`config.mk`:
```
export PLATFORM = sky130hd
export DESIGN_NAME = locked_reg_reader
export DESIGN_NICKNAME = d
export VERILOG_FILES = /design/src/rtl/locked_reg_pkg.sv /design/src/rtl/locked_reg_reader_lock_ctrl_fsm.sv /design/src/rtl/locked_reg_reader.sv
export SDC_FILE = /design/constraint.sdc
export NUM_CORES = 1
export LEC_CHECK = 0
export CORE_MARGIN = 10
export CORE_UTILIZATION = 24
export DETAILED_ROUTE_END_ITERATION = 6
export GPL_TIMING_DRIVEN = 0
export SYNTH_ARGS = -nofsm -noshare
export SYNTH_HDL_FRONTEND = slang
export SYNTH_SLANG_ARGS = --single-unit
```
`constraint.sdc`:
```
create_clock -name clk -period 1.7 [get_ports clk]
set_clock_uncertainty 0.2 [all_clocks]
set_input_delay 0.17 -clock clk [delete_from_list [all_inputs] [get_ports clk]]
set_output_delay 0.17 -clock clk [all_outputs]
set_load 0.02 [all_outputs]
```
`src/rtl/locked_reg_pkg.sv`:
```
// Shared types and default parameters for the lock-gated debug read path.
package locked_reg_pkg;

  typedef enum logic [1:0] {
    LOCKED   = 2'd0,
    UNLOCKED = 2'd1,
    LOCKOUT  = 2'd2
  } lock_state_e;

  localparam int          DEF_DATA_W     = 6;
  localparam int          DEF_DEPTH      = 4;
  localparam logic [5:0]  DEF_UNLOCK_KEY = 6'h2A;
  localparam int          DEF_MAX_FAIL   = 3;

endpackage

```
`src/rtl/locked_reg_reader_lock_ctrl_fsm.sv`:
```
// Lock controller: key compare, saturating fail counter, relock and permanent lockout.
module lock_ctrl_fsm
  import locked_reg_pkg::*;
#(
  parameter int                DATA_W     = DEF_DATA_W,
  parameter logic [DATA_W-1:0] UNLOCK_KEY = DEF_UNLOCK_KEY,
  parameter int                MAX_FAIL   = DEF_MAX_FAIL
) (
  input  logic              clk,
  input  logic              reset_n,
  input  logic              i_key_valid,
  input  logic [DATA_W-1:0] i_key_data,
  input  logic              i_relock,
  output lock_state_e       o_state,
  output logic              o_locked,
  output logic              o_lockout
);

  localparam int FAIL_W = $clog2(MAX_FAIL + 1);

  lock_state_e       r_state;
  logic [FAIL_W-1:0] r_fail;
  logic              r_locked;
  logic              r_lockout;

  // relock takes priority over a key in the same cycle, so that key never counts as a failure
  always_ff @(posedge clk) begin
    if (!reset_n) begin
      r_state   <= LOCKED;
      r_fail    <= '0;
      r_locked  <= 1'b1;
      r_lockout <= 1'b0;
    end else begin
      case (r_state)
        LOCKED: begin
          if (i_relock) begin
            r_fail <= '0;
          end else if (i_key_valid) begin
            if (i_key_data == UNLOCK_KEY) begin
              r_state  <= UNLOCKED;
              r_fail   <= '0;
              r_locked <= 1'b0;
            end else if (r_fail >= FAIL_W'(MAX_FAIL - 1)) begin
              r_state   <= LOCKOUT;
              r_fail    <= FAIL_W'(MAX_FAIL);
              r_lockout <= 1'b1;
            end else begin
              r_fail <= r_fail + FAIL_W'(1);
            end
          end
        end
        UNLOCKED: begin
          if (i_relock) begin
            r_state  <= LOCKED;
            r_fail   <= '0;
            r_locked <= 1'b1;
          end
        end
        LOCKOUT: begin
          r_locked  <= 1'b1;
          r_lockout <= 1'b1;
        end
        default: begin
          r_state   <= LOCKED;
          r_fail    <= '0;
          r_locked  <= 1'b1;
          r_lockout <= 1'b0;
        end
      endcase
    end
  end

  assign o_state   = r_state;
  assign o_locked  = r_locked;
  assign o_lockout = r_lockout;

endmodule

```
`src/rtl/locked_reg_reader.sv`:
```
// Debug read port onto a protected register bank; reads are refused unless the lock FSM is UNLOCKED.
module locked_reg_reader
  import locked_reg_pkg::*;
#(
  parameter int                DATA_W     = DEF_DATA_W,
  parameter int                DEPTH      = DEF_DEPTH,
  localparam int               ADDR_W     = $clog2(DEPTH),
  parameter logic [DATA_W-1:0] UNLOCK_KEY = DEF_UNLOCK_KEY,
  parameter int                MAX_FAIL   = DEF_MAX_FAIL
) (
  input  logic              clk,
  input  logic              reset_n,
  input  logic              key_valid,
  input  logic [DATA_W-1:0] key_data,
  input  logic              relock,
  input  logic              wr_en,
  input  logic [ADDR_W-1:0] wr_addr,
  input  logic [DATA_W-1:0] wr_data,
  input  logic              req_valid,
  output logic              req_ready,
  input  logic [ADDR_W-1:0] req_addr,
  output logic              rsp_valid,
  input  logic              rsp_ready,
  output logic [DATA_W-1:0] rsp_data,
  output logic              rsp_err,
  output logic              locked_o,
  output logic              lockout_o
);

  lock_state_e       w_state;
  logic              w_accept;
  logic [DATA_W-1:0] r_bank [DEPTH];
  logic              r_rsp_valid;
  logic [DATA_W-1:0] r_rsp_data;
  logic              r_rsp_err;

  lock_ctrl_fsm #(
    .DATA_W     (DATA_W),
    .UNLOCK_KEY (UNLOCK_KEY),
    .MAX_FAIL   (MAX_FAIL)
  ) u_lock (
    .clk         (clk),
    .reset_n     (reset_n),
    .i_key_valid (key_valid),
    .i_key_data  (key_data),
    .i_relock    (relock),
    .o_state     (w_state),
    .o_locked    (locked_o),
    .o_lockout   (lockout_o)
  );

  assign req_ready = !r_rsp_valid || rsp_ready;
  assign w_accept  = req_valid && req_ready;

  always_ff @(posedge clk) begin
    if (!reset_n) begin
      for (int i = 0; i < DEPTH; i++) r_bank[i] <= '0;
    end else if (wr_en) begin
      r_bank[wr_addr] <= wr_data;
    end
  end

  // Lock state and bank are sampled pre-edge, so a same-cycle write or relock cannot affect this read
  always_ff @(posedge clk) begin
    if (!reset_n) begin
      r_rsp_valid <= 1'b0;
      r_rsp_data  <= '0;
      r_rsp_err   <= 1'b0;
    end else if (w_accept) begin
      r_rsp_valid <= 1'b1;
      r_rsp_err   <= (w_state != UNLOCKED);
      r_rsp_data  <= (w_state == UNLOCKED) ? r_bank[req_addr] : '0;
    end else if (rsp_ready) begin
      r_rsp_valid <= 1'b0;
    end
  end

  assign rsp_valid = r_rsp_valid;
  assign rsp_data  = r_rsp_data;
  assign rsp_err   = r_rsp_err;

endmodule

```
Word-level counts from Yosys, hierarchy flattened. Memory sizes are Yosys's and may differ from the RTL's. Index checks and enable logic that the tools add are counted.

Equal/unequal tests: 12. Reduce and logical (&&, ||, !) cells: 10. Add/subtract/negate cells: 1. Bitwise logic cells: 2. Mux-type cells: 31. Magnitude comparators: 1.

Operators with widths (number): $mux 2 (10); $mux 1 (15); $mux 6 (2); $pmux 2 s3 (2); $reduce_and 5->1 (2); $ne 2x2->1 const B (4); $eq 6x6->1 const B (1); $ne 2x1->1 const B (3); $reduce_or 6->1 (1); $reduce_and 4->1 (1); $ne 3x1->1 const B (1); $ne 3x3->1 const B (1); $pmux 1 s3 (1); $reduce_and 3->1 (1); $add 2x1->2 const B (1); $eq 2x1->1 const B (1); $eq 2x2->1 const B (1); $ge 2x2->1 const B (1); $logic_not 2->1 (1); $not 1->1 (2); $pmux 1 s2 (1); $reduce_bool 2->1 (1); $logic_and 1x1->1 (1); $logic_not 1->1 (1); $logic_or 1x1->1 (1).

Memories kept: 1. RAM bits: 24. Bits in registers: 14. Input bits: 23.

Memory list: r_bank (words 4, width 6, read ports 1, clocked after Yosys merged registers in 0, write ports 4, line locked_reg_reader.sv:32) `logic [DATA_W-1:0] r_bank [DEPTH];`.

Depth between registers and ports, before layout. Gate-level depths: netlist of run 1.

Depth after elaboration: 6. Depth in mapped cells: 4.

Hierarchy. From an unflattened synthesis of run 1, not the netlist that was laid out.

Cells, all modules: 134. Area, all modules: 1727.9 µm².

Modules (own cells, without submodules): locked_reg_reader (seq. area each 880.8 µm², cells an instance 95, area an instance 1385.1 µm², instances 1); lock_ctrl_fsm (seq. area each 120.1 µm², cells an instance 39, area an instance 342.8 µm², instances 1).

Least setup slack after synthesis of run 1. Ideal clock, no wire load.

Path kind: reg-to-reg. From: reg r_rsp_valid, in the netlist rsp_valid. To: reg r_rsp_data[0], in the netlist rsp_data[0]. Setup time: 0.073 ns. Cell stages (with the launch flop): 4. Data arrival time: 1.099 ns. Path slack: 0.328 ns. Data required time: 1.427 ns. Cell sequence: dfxtp_1 nand2b_1 a21oi_2 o2bb2ai_1.

Word-level cells in the longest chain between the ends: 3.

Ends and longest elaborated chain: from (decl) (line locked_reg_reader.sv:33) `logic r_rsp_valid;`; from (signal assigned) (line locked_reg_reader.sv:66) `r_rsp_valid <= 1'b0;`; from (signal assigned) (line locked_reg_reader.sv:70) `r_rsp_valid <= 1'b1;`; from (signal assigned) (line locked_reg_reader.sv:74) `r_rsp_valid <= 1'b0;`; $logic_not 1->1 (line locked_reg_reader.sv:52) `assign req_ready = !r_rsp_valid || rsp_ready;`; $logic_or 1x1->1 (line locked_reg_reader.sv:52); net req_ready (line locked_reg_reader.sv:20) `output logic req_ready,`; $logic_and 1x1->1 (line locked_reg_reader.sv:53) `assign w_accept = req_valid && req_ready;`; to (signal assigned) (line locked_reg_reader.sv:72) `r_rsp_data <= (w_state == UNLOCKED) ? r_bank[req_addr] : '0;`; to (decl) (line locked_reg_reader.sv:34) `logic [DATA_W-1:0] r_rsp_data;`.

The timed path passes the listed nets, and every way through them passes these cells. A chain may end at the register's enable or synchronous reset.

Worst setup path after layout of run 1.
From: reg r_rsp_err, in the netlist rsp_err. To: out rsp_err.

RTL lines: from (decl) (line locked_reg_reader.sv:35) `logic r_rsp_err;`; from (signal assigned) (line locked_reg_reader.sv:71) `r_rsp_err <= (w_state != UNLOCKED);`; to (decl) (line locked_reg_reader.sv:25) `output logic rsp_err,`.

No word-level cell between the ends.

==> results of run 1 <==
[metrics by stage]
stage / utilization / instances
final: 0.330 / 272
after global routing: 0.330 / 272
after CTS: 0.329 / 271
after detailed placement: 0.315 / 263
after global placement: 0.315 / 263
after floorplan: - / 135
[where the power goes]
group          leakage, nW  internal [mW]  switching [mW]  total, mW
logic                0.410          0.108           0.104      0.212
registers            0.348           1.03          0.0146       1.05
clock network       0.0450          0.284           0.300      0.585
[kinds of logic after synthesis]
logic type             after synthesis
buffers and inverters               15
muxes                                6
AOI/OAI and AO/OA                   24
DFF                                 38
and+or+nand+nor                     52
[Yosys cell counts, types with 2 or more instances]
master                      count
sky130_fd_sc_hd__mux4_2         6
sky130_fd_sc_hd__edfxtp_1      24
sky130_fd_sc_hd__nand2b_1       5
sky130_fd_sc_hd__and3_1         6
sky130_fd_sc_hd__inv_1          6
sky130_fd_sc_hd__a21oi_1        6
sky130_fd_sc_hd__dfxtp_1       14
sky130_fd_sc_hd__nor2_1         3
sky130_fd_sc_hd__nor2b_1        2
sky130_fd_sc_hd__o2bb2ai_1      6
sky130_fd_sc_hd__nor3b_2        2
sky130_fd_sc_hd__and2_1        19
sky130_fd_sc_hd__nand2_1        2
sky130_fd_sc_hd__o21ai_0        4
sky130_fd_sc_hd__nor3_1         3
sky130_fd_sc_hd__clkinv_1       6
[sequential cells by signal, indices dropped and copies added (netlist names)]
signal / count
rsp_data: 6
u_lock.o_state: 2
rsp_err: 1
u_lock.o_lockout: 1
u_lock.o_locked: 1
rsp_valid: 1
u_lock.r_fail: 2
r_bank: 24
[cell type report]
class / instances / share of cell area
Buffer: 3 / 0.0105
Clock buffer: 6 / 0.0320
Clock inverter: 2 / 0.00442
Inverter: 12 / 0.0199
Multi-Input combinational cell: 82 / 0.295
Sequential cell: 38 / 0.442
Tap cell: 96 / 0.0530
Timing Repair Buffer: 33 / 0.143
[worst max path at each step]
stage	startpoint	endpoint	slack, ns	depth (start not counted)
floorplan	rsp_valid$_SDFFE_PN0P_	rsp_data[0]$_SDFFE_PN0P_	0.33	3
global placement	wr_en	r_bank[1][2]$_SDFFCE_PN0P_	-0.62	4
detailed placement	wr_en	r_bank[1][2]$_SDFFCE_PN0P_	-0.70	4
CTS	wr_addr[0]	r_bank[1][0]$_SDFFCE_PN0P_	0.03	3
global route	rsp_data[2]$_SDFFE_PN0P_	rsp_data[2]	0.03	1
finish	rsp_err$_SDFFE_PN0P_	rsp_err	0.10	1
[metal layers]
metal | vias up | share of wire
met5 | - | 0
met3 | 4 | 0.064
met2 | 32 | 0.53
li1 | 583 | -
met4 | 0 | 0.013
met1 | 543 | 0.40
[what timing repair did]
action	CTS	global route
gates resized for setup	7	0
setup endpoints to repair	13	6
cloned	0	0
buffers inserted	0	1
pin swaps	0	0
hold endpoints to repair	0	0
==> run_results.csv, run 1 <==
group,metric,value,unit
yosys,synth_simple_gate_area_frac,0.195,
critical_path,timing.critical_path.to_type,"output pin",
critical_path,worstPathArrival,1.23,ns
clock_tree,insertion_delay,0.28,ns
global_routing,gr_ovfl_total,0,
critical_path,timing.critical_path.buf_inv,1,
layout,layout.cells.most_common,"sky130_fd_sc_hd__clkdlybuf4s50_1",
critical_path,r2r.worst_path.cells,4,
critical_path,critical-path-max-stage-delay,0.61,ns
global_routing,grt_pass1_wl,6.40,mm
yosys,yosys_warnings,0,
hold_path,hold_class,"primary input to flip-flop",
flow_run,max-cap-violations,0,
timing,hold_violation_total_from_the_final_report,0,
timing,setup_ws,0.101,ns
timing,hold_slack,0.237,ns
placed_design,placedInstanceArea,0.00216,mm²
global_routing,globalRouteMet3Util,0.0264,
global_routing,grt_antenna_before_repair,0,
clock_tree,root_buffer,"sky130_fd_sc_hd__clkbuf_8",
global_routing,grtUsageTotal,0.0736,
hold_path,holdCritStartpoint,"req_addr[0]",
yosys,synth_ff_type,"sky130_fd_sc_hd__edfxtp_1",
layout,filler_cell_count,712,
global_routing,grt_use_met1,0.0794,
layout,layout_common_cells,"29 x sky130_fd_sc_hd__clkdlybuf4s50_1, 24 x sky130_fd_sc_hd__edfxtp_1, 19 x sky130_fd_sc_hd__and2_1",
clock_tree,worst_setup_hold_path_clk_slew,0.07,ns
layout,final_layout_size_suffix_gt1_frac,0.142,
outcome,status,"complete, no violations",
routing,via_count,1162,
timing,max_freq,626,MHz
floorplan,num_io_pins,34,
layout,design_area,0.00226,mm²
yosys,synth_mux_area_frac,0.0785,
timing,final_min_period_over_clock_period,0.940,
routing,drt_pass_1_iters,5,
layout,register_area,0.00100,mm²
routing,via_per_inst,4.27,
routing,ant_nets,0,
critical_path,worstPathCellList,"clkdlybuf4s50_1",
critical_path,critical-path-top-delay-family,"buffers and inverters",
floorplan,die_y,105,µm
floorplan,placement_rows,30,
critical_path,crit_required,1.33,ns
routing,post_drt_wl_per_cell,14.4,µm
routing,drt_iter0_drc,121,
yosys,synth.top_cell.area_share,0.419,
timing,worst_pin_slew,0.411,ns
yosys,asyncSetResetFlopFracSynth,0,
timing,setup_viol_count_final,0,
global_routing,number_of_global_route_vias_before_repair,1217,
placed_design,gp_congestion,0.777,
critical_path,cp_slowest_cell,"sky130_fd_sc_hd__clkdlybuf4s50_1",
yosys,yosys.cell_types.count,37,
placed_design,dp_hpwl,2.93,mm
layout,nets,198,
clock_tree,htree_levels,2,
routing,drcViolationCount,0,
yosys,synth_compound_gate_area_share,0.105,
power,worst_ir_drop_vdd,0.295,mV
yosys,post_synth.cell_area_avg,12.7,µm²
clock_tree,cts-buffers-inserted,5,
hold_path,timing.hold.worst_path_depth,4,
placed_design,numPortBuffers,32,
critical_path,crit-reg2reg-launch,"u_lock.o_state[0]$_SDFFE_PN0P_",
placed_design,pre_cts_worst_setup_slack,-0.700,ns
critical_path,worst-path-max-fanout,2,
floorplan,floorplan.die_area,0.0110,mm²
critical_path,worst_setup_path_start_kind,"flip-flop",
power,design_power_total,1.84,mW
power,power.leakage,0.803,nW
power,power.density_cell_area,814,mW/mm²
yosys,synth_area,0.00172,mm²
yosys,synthesis.instances,135,
floorplan,initial_core_util,0.250,
yosys,synth-seq-area-share,0.582,
global_routing,layer_with_the_highest_usage_after_global_routing,"met2",
critical_path,regToRegEndpoint,"u_lock.r_fail[1]$_SDFFE_PN0P_",
routing,routed_wl,3.92,mm
hold_path,hold-path-endpoint,"rsp_data[5]$_SDFFE_PN0P_",
clock_tree,ctsHoldBuffers,0,
clock_tree,cts_tree,"yes",
yosys,yosys.area_share.adder,0,
timing,grt_setup_unrepaired,"no",
timing,slew-limit-headroom,0.725,
layout,synthToLayoutAreaGrowth,31.6,%
clock_tree,numClockSinks,38,
yosys,synth_nets,158,
timing,period_minus_slack,1.60,ns
yosys,post_synth_xor_area_fraction,0,
yosys,ys_top_cells_by_area,"sky130_fd_sc_hd__edfxtp_1 42%, sky130_fd_sc_hd__dfxtp_1 16%, sky130_fd_sc_hd__mux4_2 7.9%",
floorplan,die_width,105,µm
clock_tree,ctsLongestPathBuffers,2,
yosys,synth_top_family_by_area,"simple AND/OR/NAND/NOR gates",
global_routing,grt_max_degree,13,
yosys,synth-edff-count,24,
yosys,ffs_latches_synth,38,
global_routing,grt_use_met2,0.128,
yosys,synth_area_leader_cell,"sky130_fd_sc_hd__edfxtp_1",
timing,setup_tns,0,ns
critical_path,rrSetupSlack,0.32,ns
layout,multi_input_area,668,µm²
timing,slew_viol_final,0,
critical_path,critPathKind,"flip-flop to output pin",
layout,antenna_cells_inserted,0,
floorplan,core-area,0.00687,mm²
No activity file was read; power rests on OpenSTA's default activity.
==> run 2: changes to the inputs <==
GPL_TIMING_DRIVEN = not set   (was 0)
==> run_results.csv, run 2 (same netlist as run 1, synthesis figures left out) <==
group,metric,value,unit
layout,regMostFlops,"r_bank",
timing,grt_setup_unrepaired,"no",
critical_path,timing.critical_path.to,"rsp_err",
placed_design,dp_hpwl,3.00,mm
critical_path,worstPathCellList,"clkdlybuf4s50_1",
clock_tree,cts_tree,"yes",
critical_path,worst-path-max-fanout,2,
critical_path,crit-reg2reg-launch,"u_lock.o_state[0]$_SDFFE_PN0P_",
floorplan,die_y,105,µm
routing,drt_iter0_drc,90,
hold_path,holdCritStartpoint,"rsp_data[1]$_SDFFE_PN0P_",
power,worst_ir_drop_vdd,0.281,mV
global_routing,grt_pass1_wl,6.35,mm
critical_path,r2r.worst_path.cells,3,
critical_path,timing.critical_path.to_type,"output pin",
layout,post_layout_nonfiller_instances,287,
layout,nets,213,
hold_path,hold_class,"flip-flop to flip-flop",
routing,routed_wl,3.76,mm
routing,drcViolationCount,0,
routing,via_count,1216,
floorplan,die_width,105,µm
placed_design,numPlacedInstances,279,
routing,ant_nets,0,
clock_tree,numClockSinks,38,
critical_path,crit_start,"rsp_err$_SDFFE_PN0P_",
floorplan,placement_rows,30,
floorplan,core-area,0.00687,mm²
power,power.leakage,0.869,nW
critical_path,worstPathArrival,1.23,ns
global_routing,number_of_global_route_vias_before_repair,1279,
critical_path,rrSetupSlack,0.28,ns
critical_path,cp_slowest_cell,"sky130_fd_sc_hd__clkdlybuf4s50_1",
clock_tree,worst_setup_hold_path_clk_slew,0.06,ns
clock_tree,cts-buffers-inserted,5,
routing,post_drt_wl_per_cell,13.1,µm
global_routing,grt_max_degree,16,
timing,hold_violation_total_from_the_final_report,0,
critical_path,crit_required,1.33,ns
timing,slew-limit-headroom,0.782,
layout,filler_cell_count,688,
placed_design,gp_congestion,0.816,
critical_path,critical-path-top-delay-family,"buffers and inverters",
timing,worst_pin_slew,0.327,ns
clock_tree,insertion_delay,0.28,ns
critical_path,timing.critical_path.buf_inv,1,
floorplan,num_io_pins,34,
global_routing,grtUsageTotal,0.0718,
timing,max_freq,624,MHz
clock_tree,postCtsSetupBuffers,0,
global_routing,gr_ovfl_total,0,
clock_tree,root_buffer,"sky130_fd_sc_hd__clkbuf_8",
layout,synthToLayoutAreaGrowth,38.5,%
floorplan,floorplan.die_area,0.0110,mm²
power,power.density_cell_area,799,mW/mm²
flow_run,max-cap-violations,0,
layout,layout_common_cells,"32 x sky130_fd_sc_hd__clkdlybuf4s50_1, 24 x sky130_fd_sc_hd__edfxtp_1, 19 x sky130_fd_sc_hd__and2_1",
outcome,status,"complete, no violations",
critical_path,worst_setup_path_start_kind,"flip-flop",
timing,setup_tns,0,ns
timing,setup_viol_count_final,0,
timing,slew_viol_final,0,
global_routing,grt_antenna_before_repair,0,
timing,final_min_period_over_clock_period,0.943,
critical_path,timing.critical_path.depth,1,
critical_path,critical-path-max-stage-delay,0.62,ns
clock_tree,ctsLongestPathBuffers,2,
timing,period_minus_slack,1.60,ns
layout,antenna_cells_inserted,0,
floorplan,initial_core_util,0.250,
layout,final_layout_size_suffix_gt1_frac,0.188,
critical_path,critPathKind,"flip-flop to output pin",
layout,layout.cells.most_common,"sky130_fd_sc_hd__clkdlybuf4s50_1",
routing,via_per_inst,4.24,
critical_path,regToRegEndpoint,"u_lock.r_fail[1]$_SDFFE_PN0P_",
routing,drt_pass_1_iters,4,
clock_tree,htree_levels,2,
placed_design,numPortBuffers,33,
layout,largest_reg_flops,24,
==> run 2: cell count changes in the layout (fill, tap and decap cells not counted), sizes merged <==
cell and delta:
buf +15, clkdlybuf4s50 +3, clkinv -2, dlygate4sd2 -2
clkbuf +1
==> run 2: routing by layer <==
| layer | routed length [µm] | track usage |
|---|---|---|
| met3 | 232 | 0.0283 |
| met5 | 0 | 0 |
| met1 | 1600 | 0.0786 |
| met4 | 87 | 0.0382 |
| met2 | 1840 | 0.118 |
==> run 2: how the worst min path moves through the flow <==
stage	end	slack (ns)	depth (start not counted)
after floorplan	rsp_valid$_SDFFE_PN0P_	0.1	2
after global placement	rsp_data[1]$_SDFFE_PN0P_	0.24	1
after detailed placement	rsp_data[1]$_SDFFE_PN0P_	0.25	1
after CTS	rsp_data[1]$_SDFFE_PN0P_	0.27	1
after global routing	rsp_data[1]$_SDFFE_PN0P_	0.28	1
final	rsp_data[1]$_SDFFE_PN0P_	0.26	1
==> run 2: what timing repair did <==
item                                    in CTS  in global routing
hold buffers                                 0                  0
endpoints found under the setup margin       1                  0
gates resized for setup                      1                  0
==> run 2: cell type report <==
type                    count  area [µm²]  share of cell area
multi-input cells          82         651               0.273
repair buffers             51         477               0.200
well taps                  96         120              0.0504
clock buffers               8        90.1              0.0378
inverters                  12        45.0              0.0189
flip-flops and latches     38        1000               0.420
==> run 2: stage by stage <==
stage                util  hold WS [ns]  area [µm²]  total power [mW]  setup WS, ns
floorplan               -        0.0995        1720              1.17         0.328
global placement    0.334         0.244        2290              1.31        -0.121
detailed placement  0.334         0.245        2290              1.31        -0.130
CTS                 0.347         0.266        2380              1.93        0.0717
global route        0.347         0.281        2380              2.01        0.0238
finish              0.347         0.261        2380              1.90        0.0975
==> run 2: where the power goes <==
group / total, mW / internal (mW) / switching [mW] / leakage, nW
logic: 0.237 / 0.133 / 0.104 / 0.476
clock network: 0.620 / 0.330 / 0.290 / 0.0455
registers: 1.05 / 1.03 / 0.0146 / 0.348
